`config.mk`:
```
export PLATFORM = sky130hd
export DESIGN_NAME = branch_flag_unit
export DESIGN_NICKNAME = d
export VERILOG_FILES = /design/src/rtl/branch_flag_unit.sv
export SDC_FILE = /design/constraint.sdc
export NUM_CORES = 1
export LEC_CHECK = 0
export CORE_ASPECT_RATIO = 0.9
export CORE_MARGIN = 2
export CORE_UTILIZATION = 40
export CTS_CLUSTER_SIZE = 14
export DETAILED_ROUTE_END_ITERATION = 10
export GPL_ROUTABILITY_DRIVEN = 1
export HOLD_SLACK_MARGIN = 0.03
export PLACE_DENSITY = 0.76
export SYNTH_ARGS = -nofsm -noshare
export SYNTH_HDL_FRONTEND = slang
export SYNTH_SLANG_ARGS = --single-unit
```
`constraint.sdc`:
```
create_clock -name clock_i -period 2.7 [get_ports clock_i]
set_input_delay 0.81 -clock clock_i [delete_from_list [all_inputs] [get_ports clock_i]]
set_output_delay 0.81 -clock clock_i [all_outputs]
set_load 0.02 [all_outputs]
```
`src/rtl/branch_flag_unit.sv`:
```
// Execute-stage flag register and branch resolver: holds NZCV, resolves B/B.cond/CBZ/CBNZ,
// and raises a registered taken pulse plus a multi-cycle flush that squashes younger requests.
//
// state | meaning
// RUN   | accepting flag writes and branches
// FLUSH | younger instructions being squashed; inputs ignored
module branch_flag_unit #(
  parameter int FLUSH_CYCLES = 2,
  parameter int CNT_W        = 4
) (
  input  logic       clock_i,
  input  logic       reset_i,
  input  logic [3:0] status_i,
  input  logic       set_flags_i,
  input  logic       br_valid_i,
  input  logic [1:0] br_type_i,
  input  logic [3:0] cond_i,
  output logic [3:0] flags_o,
  output logic       take_branch_o,
  output logic       flush_o
);

  typedef enum logic {RUN = 1'b0, FLUSH = 1'b1} state_t;

  state_t           state_q;
  logic [3:0]       flags_q;
  logic             take_q;
  logic             flush_q;
  logic [CNT_W-1:0] cnt_q;

  logic [3:0] eff_flags;
  logic       n_f, z_f, c_f, v_f;
  logic       cond_base;
  logic       cond_true;
  logic       br_taken;
  logic [3:0] flags_d;

  // A flag write in the same cycle as a B.cond is older, so its result is bypassed.
  always_comb begin
    eff_flags = set_flags_i ? status_i : flags_q;
    {v_f, c_f, z_f, n_f} = eff_flags;
    flags_d = set_flags_i ? status_i : flags_q;

    // Codes come in pairs: odd code is the inverse of the even one, except AL/NV.
    cond_base = 1'b1;
    case (cond_i[3:1])
      3'd0:    cond_base = z_f;
      3'd1:    cond_base = c_f;
      3'd2:    cond_base = n_f;
      3'd3:    cond_base = v_f;
      3'd4:    cond_base = c_f & ~z_f;
      3'd5:    cond_base = (n_f == v_f);
      3'd6:    cond_base = ~z_f & (n_f == v_f);
      default: cond_base = 1'b1;
    endcase
    cond_true = (cond_i[3:1] == 3'b111) ? 1'b1 : (cond_base ^ cond_i[0]);

    br_taken = 1'b0;
    case (br_type_i)
      2'b00: br_taken = 1'b1;
      2'b01: br_taken = cond_true;
      2'b10: br_taken = status_i[1];
      2'b11: br_taken = ~status_i[1];
      default: br_taken = 1'b0;
    endcase
  end

  always_ff @(posedge clock_i) begin
    if (reset_i) begin
      state_q <= RUN;
      flags_q <= 4'b0000;
      take_q  <= 1'b0;
      flush_q <= 1'b0;
      cnt_q   <= '0;
    end else begin
      case (state_q)
        RUN: begin
          flags_q <= flags_d;
          if (br_valid_i && br_taken) begin
            take_q  <= 1'b1;
            flush_q <= 1'b1;
            cnt_q   <= CNT_W'(FLUSH_CYCLES - 1);
            state_q <= FLUSH;
          end else begin
            take_q  <= 1'b0;
            flush_q <= 1'b0;
          end
        end
        FLUSH: begin
          take_q <= 1'b0;
          if (cnt_q == '0) begin
            flush_q <= 1'b0;
            state_q <= RUN;
          end else begin
            flush_q <= 1'b1;
            cnt_q   <= cnt_q - CNT_W'(1);
          end
        end
        default: begin
          take_q  <= 1'b0;
          flush_q <= 1'b0;
          state_q <= RUN;
        end
      endcase
    end
  end

  assign flags_o       = flags_q;
  assign take_branch_o = take_q;
  assign flush_o       = flush_q;

endmodule
```
==> results of run 1 <==
## sequential cells by signal, summed over array words and instances, names as in the netlist
name	count
take_branch_o	1
flags_o	4
cnt_q	4
flush_o	1
## metal layers
metal	share of wire	wire length (um)	GRT usage	vias up
li1	-	-	-	350
met1	0.43	740	0.253	325
met2	0.48	833	0.285	30
met3	0.065	112	0.0875	6
met4	0.021	37	0.0649	0
met5	0	0	0	-
## final cells by class
| type | instances | area share |
|---|---|---|
| Clock buffer | 4 | 0.0363 |
| Inverter | 4 | 0.0150 |
| Multi-Input combinational cell | 63 | 0.465 |
| Sequential cell | 10 | 0.201 |
| Tap cell | 24 | 0.0301 |
| Timing Repair Buffer | 27 | 0.253 |
## cell families (layout without fill, tap and decap cells)
group	Yosys count	count (layout)	share of synthesized area
compound gates	17	17	0.181
mux	10	10	0.162
fa+ha+maj	1	1	0.0180
flops	10	10	0.289
buf+inv	8	35	0.0559
simple gates	31	31	0.244
xor+xnor	4	4	0.0506
## where the power goes
part	total, W	switching [W]	internal (W)	leakage, nW
logic	0.000146	0.0000683	0.0000781	0.291
clock network	0.000138	0.0000564	0.0000820	0.0210
registers	0.000174	0.0000140	0.000160	0.0821
## stage by stage
step	worst slack (ns)	hold WS [ns]
2_1_floorplan	0.341	0.498
3_3_place_gp	-0.188	0.526
3_5_place_dp	-0.198	0.532
4_1_cts	0.0937	0.548
5_1_grt	-0.0413	0.570
6_report	0.0512	0.552
## timing repair
item / in CTS / in global routing
endpoints found under the setup margin: 0 / 4
resized for setup: 0 / 3
buffers inserted: 0 / 1
## path summary, 6_finish.rpt
check / from / endpoint / slack, ns / depth (start not counted)
setup / recovery: set_flags_i / flush_o / 0.05 / 8
hold / removal: cnt_q[0] / cnt_q[0] / 0.55 / 1
setup reg to reg: flags_o[0] / cnt_q[0] / 0.71 / 6
hold reg to reg: cnt_q[0] / cnt_q[0] / 0.55 / 1
## synthesized netlist by cell type, types with 2 or more instances
cell type	number	share of area
dfxtp_1	10	0.29
mux2i_1	9	0.13
nor2_1	9	0.049
inv_1	4	0.022
nand2_1	4	0.022
nor2b_1	3	0.027
nor3_1	3	0.022
o21ai_0	3	0.022
xnor2_1	3	0.038
a21oi_1	2	0.014
clkbuf_1	2	0.011
nand3_1	2	0.014
nand3b_1	2	0.022
o31a_1	2	0.025
## critical path, delay by kind of cell
kind                   cells  cell delay (ns)
buffers and inverters      2             0.64
AO/OA/AOI/OAI              3             0.56
multiplexers               3             0.86
==> metrics.md, run 1 <==
| Metric | Value |
|---|---|
| Ys async rst share | 0 |
| Multi-input combinational cell area | 464 sq um |
| Layout cells sized above 1 | 0.167 |
| Final std cells w/o fill | 132 |
| Pin count of the biggest net entering global routing | 12 |
| Power Density | 460 nW/um^2 |
| Power Total | 0.000459 W |
| Worst slew margin relative to its limit | 0.638 |
| YS warnings | 0 |
| CP cell instances | clkdlybuf4s50_1 -> buf_4 -> mux2i_1 -> mux4_2 -> mux2i_2 -> o2111ai_2 -> o21ai_2 -> o21ba_2 |
| WP data required | 2.92 ns |
| Net Count, Synth | 96 |
| CTS Buf Count | 3 |
| H-tree depth | 1 |
| Layout Nets | 124 |
| DRC | 0 |
| Peak VDD IR | around 0.34 mV |
| #FFs+latches synth | 10 |
| Vias/cell | roughly 5.4 |
| CP Launch Type | primary input |
| Setup CP Type | primary input to flip-flop |
| FILL cells | 159 |
| Max-cap violation count | 0 |
| Initial antenna violation count | 0 |
| Final Hold Vio Count | 0 |
| Core Region | 1650 sq um |
| GRT overflow | 0 |
| I/O Buffers | 19 |
| Endpoints failing setup | 0 |
| Core Util, Final | 0.606 |
| Clock latency on the worst-skew pair | 0.27 ns |
| Finished Cell Area | approximately 1000 sq um |
| Area Growth Syn to Fin | 44.0% |
| Leak Pwr | 0.394 nW |
| Primary FF master, synth | dfxtp_1 |
| Worst Hold Class | flip-flop to flip-flop |
| Gr usage total | 0.195 |
| First-pass GRT wire length | 2860 um |
| Final min period | 2.65 ns |
| Slew @ Worst Pin | 0.538 ns |
| Skew final | approximately 0.005 ns |
| Hold Buf Count CTS | 0 |
| IO Pins | 20 |
| Clk pin slew, worst setup/hold paths | 0.07 ns |
| CTS root buf | clkbuf_4 |
| DRT iter0 DRCs | 34 |
| Register area | 200 sq um |
| Row Count | 14 |
| Crit path capture type | flip-flop |
| Synthesized instance count | 81 |
| Synth Cell Area | 693 sq um |
| Clock Path Buffers | 2 |
| Wire per inst | 13.1 um |
| Pins Over Slew Limit | 0 |
| Placed Area | 942 sq um |
| Seq/Total Area, Yosys | 0.289 |
| Hpwl dp | between 1000 and 1500 um |
| Routed Wire Length | approximately 1700 um |
| Die height | 43.5 um |
| Sum of negative setup slack | 0 ns |
| Worst-path fanout max | 8 |
| CTS tree | yes |
| Post-synthesis cell type count | 37 |
| Post-synth EDFFs | 0 |
| Die width | 47.9 um |
| Max Freq | 378 MHz |
| Initial Util | 0.421 |
| Pre-antenna DRT Iters | 4 |
| Fin crit share | 0.981 |
| Die ar. | 2080 sq um |
| Syn_area_per_cell | 8.56 sq um |
| Worst path max stage delay | 0.51 ns |
| Status | finished clean |
| Commonest non-fill, non-tap cells in the layout | 18 x clkdlybuf4s50_1, 10 x dfxtp_1, 9 x nor2_1 |
| Most common cell after layout, fill and taps aside | clkdlybuf4s50_1 |
| Placed Cells | 127 |
| Vias in the first global route | 655 |
| Via Count | approximately 710 |
| Final antenna-violating net count | 0 |
| RePlAce Congestion | 0.806 |
| Slowest CP cell | mux4_2 |
| Arrival @ worst endpoint | 2.87 ns |
| Clock sinks | 10 |
| N_diodes | 0 |
Power figures use the tool's default switching activity.
==> inputs of run 2 (changes only) <==
--- a/config.mk
+++ b/config.mk
@@ -7,12 +7,12 @@
 export LEC_CHECK = 0
 export CORE_ASPECT_RATIO = 0.9
 export CORE_MARGIN = 2
-export CORE_UTILIZATION = 40
+export CORE_UTILIZATION = 45
 export CTS_CLUSTER_SIZE = 14
 export DETAILED_ROUTE_END_ITERATION = 10
 export GPL_ROUTABILITY_DRIVEN = 1
 export HOLD_SLACK_MARGIN = 0.03
-export PLACE_DENSITY = 0.76
+export PLACE_DENSITY = 0.83
 export SYNTH_ARGS = -nofsm -noshare
 export SYNTH_HDL_FRONTEND = slang
 export SYNTH_SLANG_ARGS = --single-unit
==> run 2 against run 1 <==
  * Die area is 10% lower
  * First-iteration DRC count is 82% lower
  * Largest cell class unchanged
  * Hold slack worse by 0.0099 ns
  * Non-clock buffer count is 3 higher
  * Via count is 1.8% lower
==> metrics.md, run 2 (synthesized netlist as in run 1, its figures left out) <==
| Metric | Value |
|---|---|
| Status | finished clean |
| Commonest non-fill, non-tap cells in the layout | 18 x clkdlybuf4s50_1, 10 x dfxtp_1, 9 x nor2_1, 9 x buf_4, 8 x mux2i_1 |
| CTS root buf | clkbuf_4 |
| Hold Buf Count CTS | 0 |
| Gr usage total | 0.194 |
| Pin count of the biggest net entering global routing | 12 |
| Core Region | 1450 sq um |
| Final Hold Vio Count | 0 |
| Final min period | 2.66 ns |
| I/O Buffers | 19 |
| Worst Hold Class | flip-flop to flip-flop |
| Worst slew margin relative to its limit | 0.661 |
| Worst path max stage delay | 0.60 ns |
| GRT overflow | 0 |
| Setup CP Type | primary input to flip-flop |
| Max-cap violation count | 0 |
| Die ar. | 1870 sq um |
| Placed Area | 953 sq um |
| Layout Nets | 127 |
| Initial Util | 0.479 |
| R2R setup slack | 0.66 ns |
| Clock sinks | 10 |
| CP Launch Type | primary input |
| Die width | around 45 um |
| Power Density | 451 nW/um^2 |
| Fin crit share | 0.984 |
| Pins Over Slew Limit | 0 |
| Layout cells sized above 1 | 0.189 |
| Hpwl dp | around 1300 um |
| Area Growth Syn to Fin | 45.8% |
| Pre-antenna DRT Iters | 4 |
| Initial antenna violation count | 0 |
| WP data required | 2.86 ns |
| Hold WS | 0.542 ns |
| Worst Path Buf+Inv | 1 |
| IO Pins | 20 |
| Via Count | 698 |
| Crit. path cell count | 7 |
| Endpoints failing setup | 0 |
| CTS tree | yes |
| CTS Buf Count | 3 |
| Arrival @ worst endpoint | 2.82 ns |
| Die height | 41.2 um |
| Core Util, Final | 0.698 |
| Final std cells w/o fill | about 130 |
| CP cell instances | clkdlybuf4s50_1 -> nor2_1 -> o22ai_1 -> or3b_2 -> o2111ai_2 -> o21ai_2 -> o31a_1 |
| Vias/cell | 5.54 |
| Routed Wire Length | 1700 um |
| N_diodes | 0 |
| First-pass GRT wire length | approximately 2500 um |
| Peak VDD IR | 0.327 mV |
| Slew @ Worst Pin | 0.504 ns |
| Reg-to-reg startpoint | flags_o[0] |
| Crit path capture type | flip-flop |
| RePlAce Congestion | around 0.8 |
| Worst-path fanout max | 6 |
| Final antenna-violating net count | 0 |
| Skew final | about 0.015 ns |
| Most common cell after layout, fill and taps aside | clkdlybuf4s50_1 |
| Vias in the first global route | 602 |
| DRT iter0 DRCs | 6 |
| Slowest CP cell | clkdlybuf4s50_1 |
| DRC | 0 |
| H-tree depth | 1 |
| Placed Cells | 121 |
| CP startpoint | cond_i[2] |
| Sum of negative setup slack | 0 ns |
| Clk pin slew, worst setup/hold paths | 0.07 ns |
| Clock Path Buffers | 2 |
| Wire per inst | 13.5 um |
| Reg2reg path depth | 6 |
| Clock latency on the worst-skew pair | roughly 0.27 ns |
| Leak Pwr | 0.409 nW |
| Top cell family by delay on the critical path | compound AO/OA/AOI/OAI gates |
| R2r endpoint | cnt_q[0] |
| Max Freq | 376 MHz |
| Row Count | 13 |
| Finished Cell Area | 1010 sq um |
| Crit path to | cnt_q[0] |
run 2: changes by cell type in the layout (fill, tap and decap cells not counted):
cell,before,now
buf_6,0,1
buf_4,8,9
buf_2,0,1
run 2: stage by stage:
step | worst slack, ns | power, W
global placement | -0.179 | 0.000318
detailed placement | -0.214 | 0.000322
finish | 0.0419 | 0.000456
CTS | 0.0574 | 0.000457
floorplan | 0.341 | 0.000258
global route | -0.0175 | 0.000483
run 2: cell type report:
cell class,instances,area (sq um)
Timing Repair Buffer,30,277
Tap cell,15,18.8
Fill cell,130,437
Sequential cell,10,200
Inverter,4,15.0
Multi-Input combinational cell,63,464
Clock buffer,4,36.3
run 2: worst register-to-register path: cells and delay by family, from the launching register on:
family                    cells  cell delay (ns)
xor gates and xnor gates      1             0.30
and+or+nand+nor               1             0.49
DFF                           1             0.34
AOI/OAI and AO/OA             4             0.81
run 2: timing repair:
action                     in CTS  in global routing
setup endpoints to repair       0                  4
resized for setup               0                  4
buffers inserted                0                  0
run 2: worst min path at each step:
stage	startpoint	endpoint	slack [ns]	cells after the start
4_1_cts	cnt_q[3]	cnt_q[3]	0.55	2
3_5_place_dp	cnt_q[1]	cnt_q[1]	0.54	2
6_report	cnt_q[1]	cnt_q[1]	0.54	2
5_1_grt	cnt_q[1]	cnt_q[1]	0.58	2
3_3_place_gp	cnt_q[1]	cnt_q[1]	0.52	2
2_1_floorplan	cnt_q[0]	cnt_q[0]	0.50	1
run 2: routing by layer:
metal  vias up  routed length (um)  GRT usage
met5         -                   0          0
met3         2                  45     0.0441
met1       326                 807      0.250
li1        358                   -          -
met4         0                  14      0.147
met2        12                 830      0.282
run 2: where the power goes:
part / switching [W] / internal (W) / total (W) / leakage (nW)
Clock: 0.0000507 / 0.0000817 / 0.000132 / 0.0210
Combinational: 0.0000683 / 0.0000813 / 0.000150 / 0.306
Sequential: 0.0000140 / 0.000160 / 0.000174 / 0.0821
Total: 0.000133 / 0.000323 / 0.000456 / 0.409
==> inputs of run 3 (changes only) <==
==> constraint.sdc (replaced) <==
create_clock -name clock_i -period 3 [get_ports clock_i]
set_input_delay 0.9 -clock clock_i [delete_from_list [all_inputs] [get_ports clock_i]]
set_output_delay 0.9 -clock clock_i [all_outputs]
set_load 0.02 [all_outputs]
==> run 3 against run 2 <==
  * Count of clock-buffer cells in the layout down 1
  * Register-to-register slack better by 0.33 ns
  * Highest routed layer unchanged
  * Global-route usage up 0.97 points
  * Utilization down 5.5 points
  * Hold slack worse by 0.0050 ns
  * Critical path depth up 1
  * Clock power down 33%
  * Clock skew down 0.0059 ns
  * Setup slack better by 0.23 ns
  * Non-clock buffer count down 7
  * Power down 19%
  * Largest power group unchanged
==> metrics.md, run 3 (synthesized netlist as in run 1, its figures left out) <==
| Metric | Value |
|---|---|
| Status | finished clean |
| R2r endpoint | cnt_q[0] |
| Place WS | -0.00170 ns |
| Area Growth Syn to Fin | 34.3% |
| Switch Pwr | 0.000114 W |
| Final antenna-violating net count | 0 |
| Most common cell after layout, fill and taps aside | clkdlybuf4s50_1 |
| Final min period | 2.73 ns |
| Reg2reg path depth | 6 |
| Peak VDD IR | 0.309 mV |
| Initial antenna violation count | 0 |
| Post-route setup slack | 0.270 ns |
| Comb pwr share | 0.334 |
| Clock latency on the worst-skew pair | 0.27 ns |
| CP Launch Type | primary input |
| Layout cells sized above 1 | 0.107 |
| Min-delay src | cnt_q[1] |
| Routed Wire Length | 1630 um |
| Leak Pwr | roughly 0.36 nW |
| RSZ-0062 raised after global routing | no |
| Commonest non-fill, non-tap cells in the layout | 19 x clkdlybuf4s50_1, 10 x dfxtp_1, 9 x nor2_1, 9 x mux2i_1 |
| FILL cells | 124 |
| Clk pin slew, worst setup/hold paths | 0.06 ns |
| H-tree depth | 1 |
| DRT iter0 DRCs | 17 |
| Slew @ Worst Pin | between 0.4 and 0.5 ns |
| Vias in the first global route | 601 |
| First-pass GRT wire length | about 2600 um |
| Fin crit share | 0.910 |
| Placed Area | 908 sq um |
| Hpwl dp | 1350 um |
| Pre-antenna DRT Iters | 4 |
| Finished Cell Area | 931 sq um |
| Clock power frac | 0.240 |
| Sequential Power Share | 0.426 |
| CTS tree | yes |
| Max Freq | 366 MHz |
| IO Pins | 20 |
| Power Density | 397 nW/um^2 |
| Via Count | 670 |
| Pins Over Slew Limit | 0 |
| Arrival @ worst endpoint | 2.94 ns |
| R2R setup slack | 0.99 ns |
| N_diodes | 0 |
| Die ar. | 1870 sq um |
| Worst-path fanout max | 8 |
| GRT overflow | 0 |
| Initial Util | 0.479 |
| Wire per inst | 13.8 um |
| Core Region | about 1400 sq um |
| CTS Buf Count | 3 |
| Worst Hold Class | flip-flop to flip-flop |
| Switching Share | 0.308 |
| WP data required | 3.21 ns |
| Layout Nets | 120 |
| Crit path capture type | flip-flop |
| Row Count | 13 |
| Die width | between 40 and 50 um |
| Hold Buf Count CTS | 0 |
| Setup CP Type | primary input to flip-flop |
| Clock sinks | 10 |
| Endpoints failing setup | 0 |
| Post-cts sizing count | 0 |
| Vias/cell | 5.68 |
| CP startpoint | set_flags_i |
| Final Hold Vio Count | 0 |
| DRC | 0 |
| Internal Pwr Total | 0.000256 W |
| Gr usage total | 0.204 |
| Max-cap violation count | 0 |
| Reg-to-reg startpoint | flags_o[0] |
| Postcts setup bufs | 0 |
| Clock Path Buffers | 2 |
| RePlAce Congestion | ~0.85 |
| Die height | 41.2 um |
| Skew final | 0.00879 ns |
| Crit path to | flush_o |
| Worst slew margin relative to its limit | 0.698 |
| I/O Buffers | 19 |
| Core Util, Final | 0.643 |
| Pin count of the biggest net entering global routing | 12 |
| CTS root buf | clkbuf_4 |
## run 3: routing by layer
| metal | track usage | part of all wire | vias to the layer above | routed length [um] |
|---|---|---|---|---|
| met3 | 0.0573 | 0.041 | 2 | 67 |
| li1 | - | - | 343 | - |
| met2 | 0.311 | 0.47 | 16 | 772 |
| met1 | 0.272 | 0.47 | 309 | 765 |
| met5 | 0 | 0 | - | 0 |
| met4 | 0.0809 | 0.014 | 0 | 23 |
## run 3: power groups by stage
stage | clock network (W) | registers [W] | logic (W)
floorplan | 0 | 0.000165 | 0.0000674
finish | 0.0000886 | 0.000157 | 0.000123
CTS | 0.0000924 | 0.000157 | 0.000124
global placement | 0 | 0.000159 | 0.000120
detailed placement | 0 | 0.000160 | 0.000123
global route | 0.0000977 | 0.000159 | 0.000136
## run 3: through the flow
step	setup TNS [ns]	power [W]	cells	hold slack, ns
2_1_floorplan	0	0.000232	81	0.498
3_3_place_gp	0	0.000279	115	0.523
6_report	0	0.000369	118	0.537
5_1_grt	0	0.000392	118	0.557
3_5_place_dp	-0.00170	0.000283	115	0.529
4_1_cts	0	0.000373	118	0.540
## run 3: cell type report
type / instances / area (sq um) / area share
flip-flops and latches: 10 / 200 / 0.215
well taps: 15 / 18.8 / 0.0202
clock buffers: 3 / 22.5 / 0.0242
multi-input cells: 63 / 454 / 0.488
repair buffers: 23 / 220 / 0.237
inverters: 4 / 15.0 / 0.0161
## run 3: how the worst min path moves through the flow
| stage | slack [ns] | depth (start not counted) | to |
|---|---|---|---|
| global route | 0.56 | 2 | cnt_q[1] |
| finish | 0.54 | 2 | cnt_q[1] |
| detailed placement | 0.53 | 2 | cnt_q[1] |
| CTS | 0.54 | 2 | cnt_q[1] |
| global placement | 0.52 | 1 | cnt_q[0] |
| floorplan | 0.50 | 1 | cnt_q[0] |
## run 3: critical path, cell delays in order
cell and delay, ns:
clkdlybuf4s50_1 0.48, buf_4 0.16, mux2i_1 0.09, mux4_2 0.48, mux2i_1 0.23, o2111ai_1 0.18, o21ai_2 0.23, o21ba_2 0.16
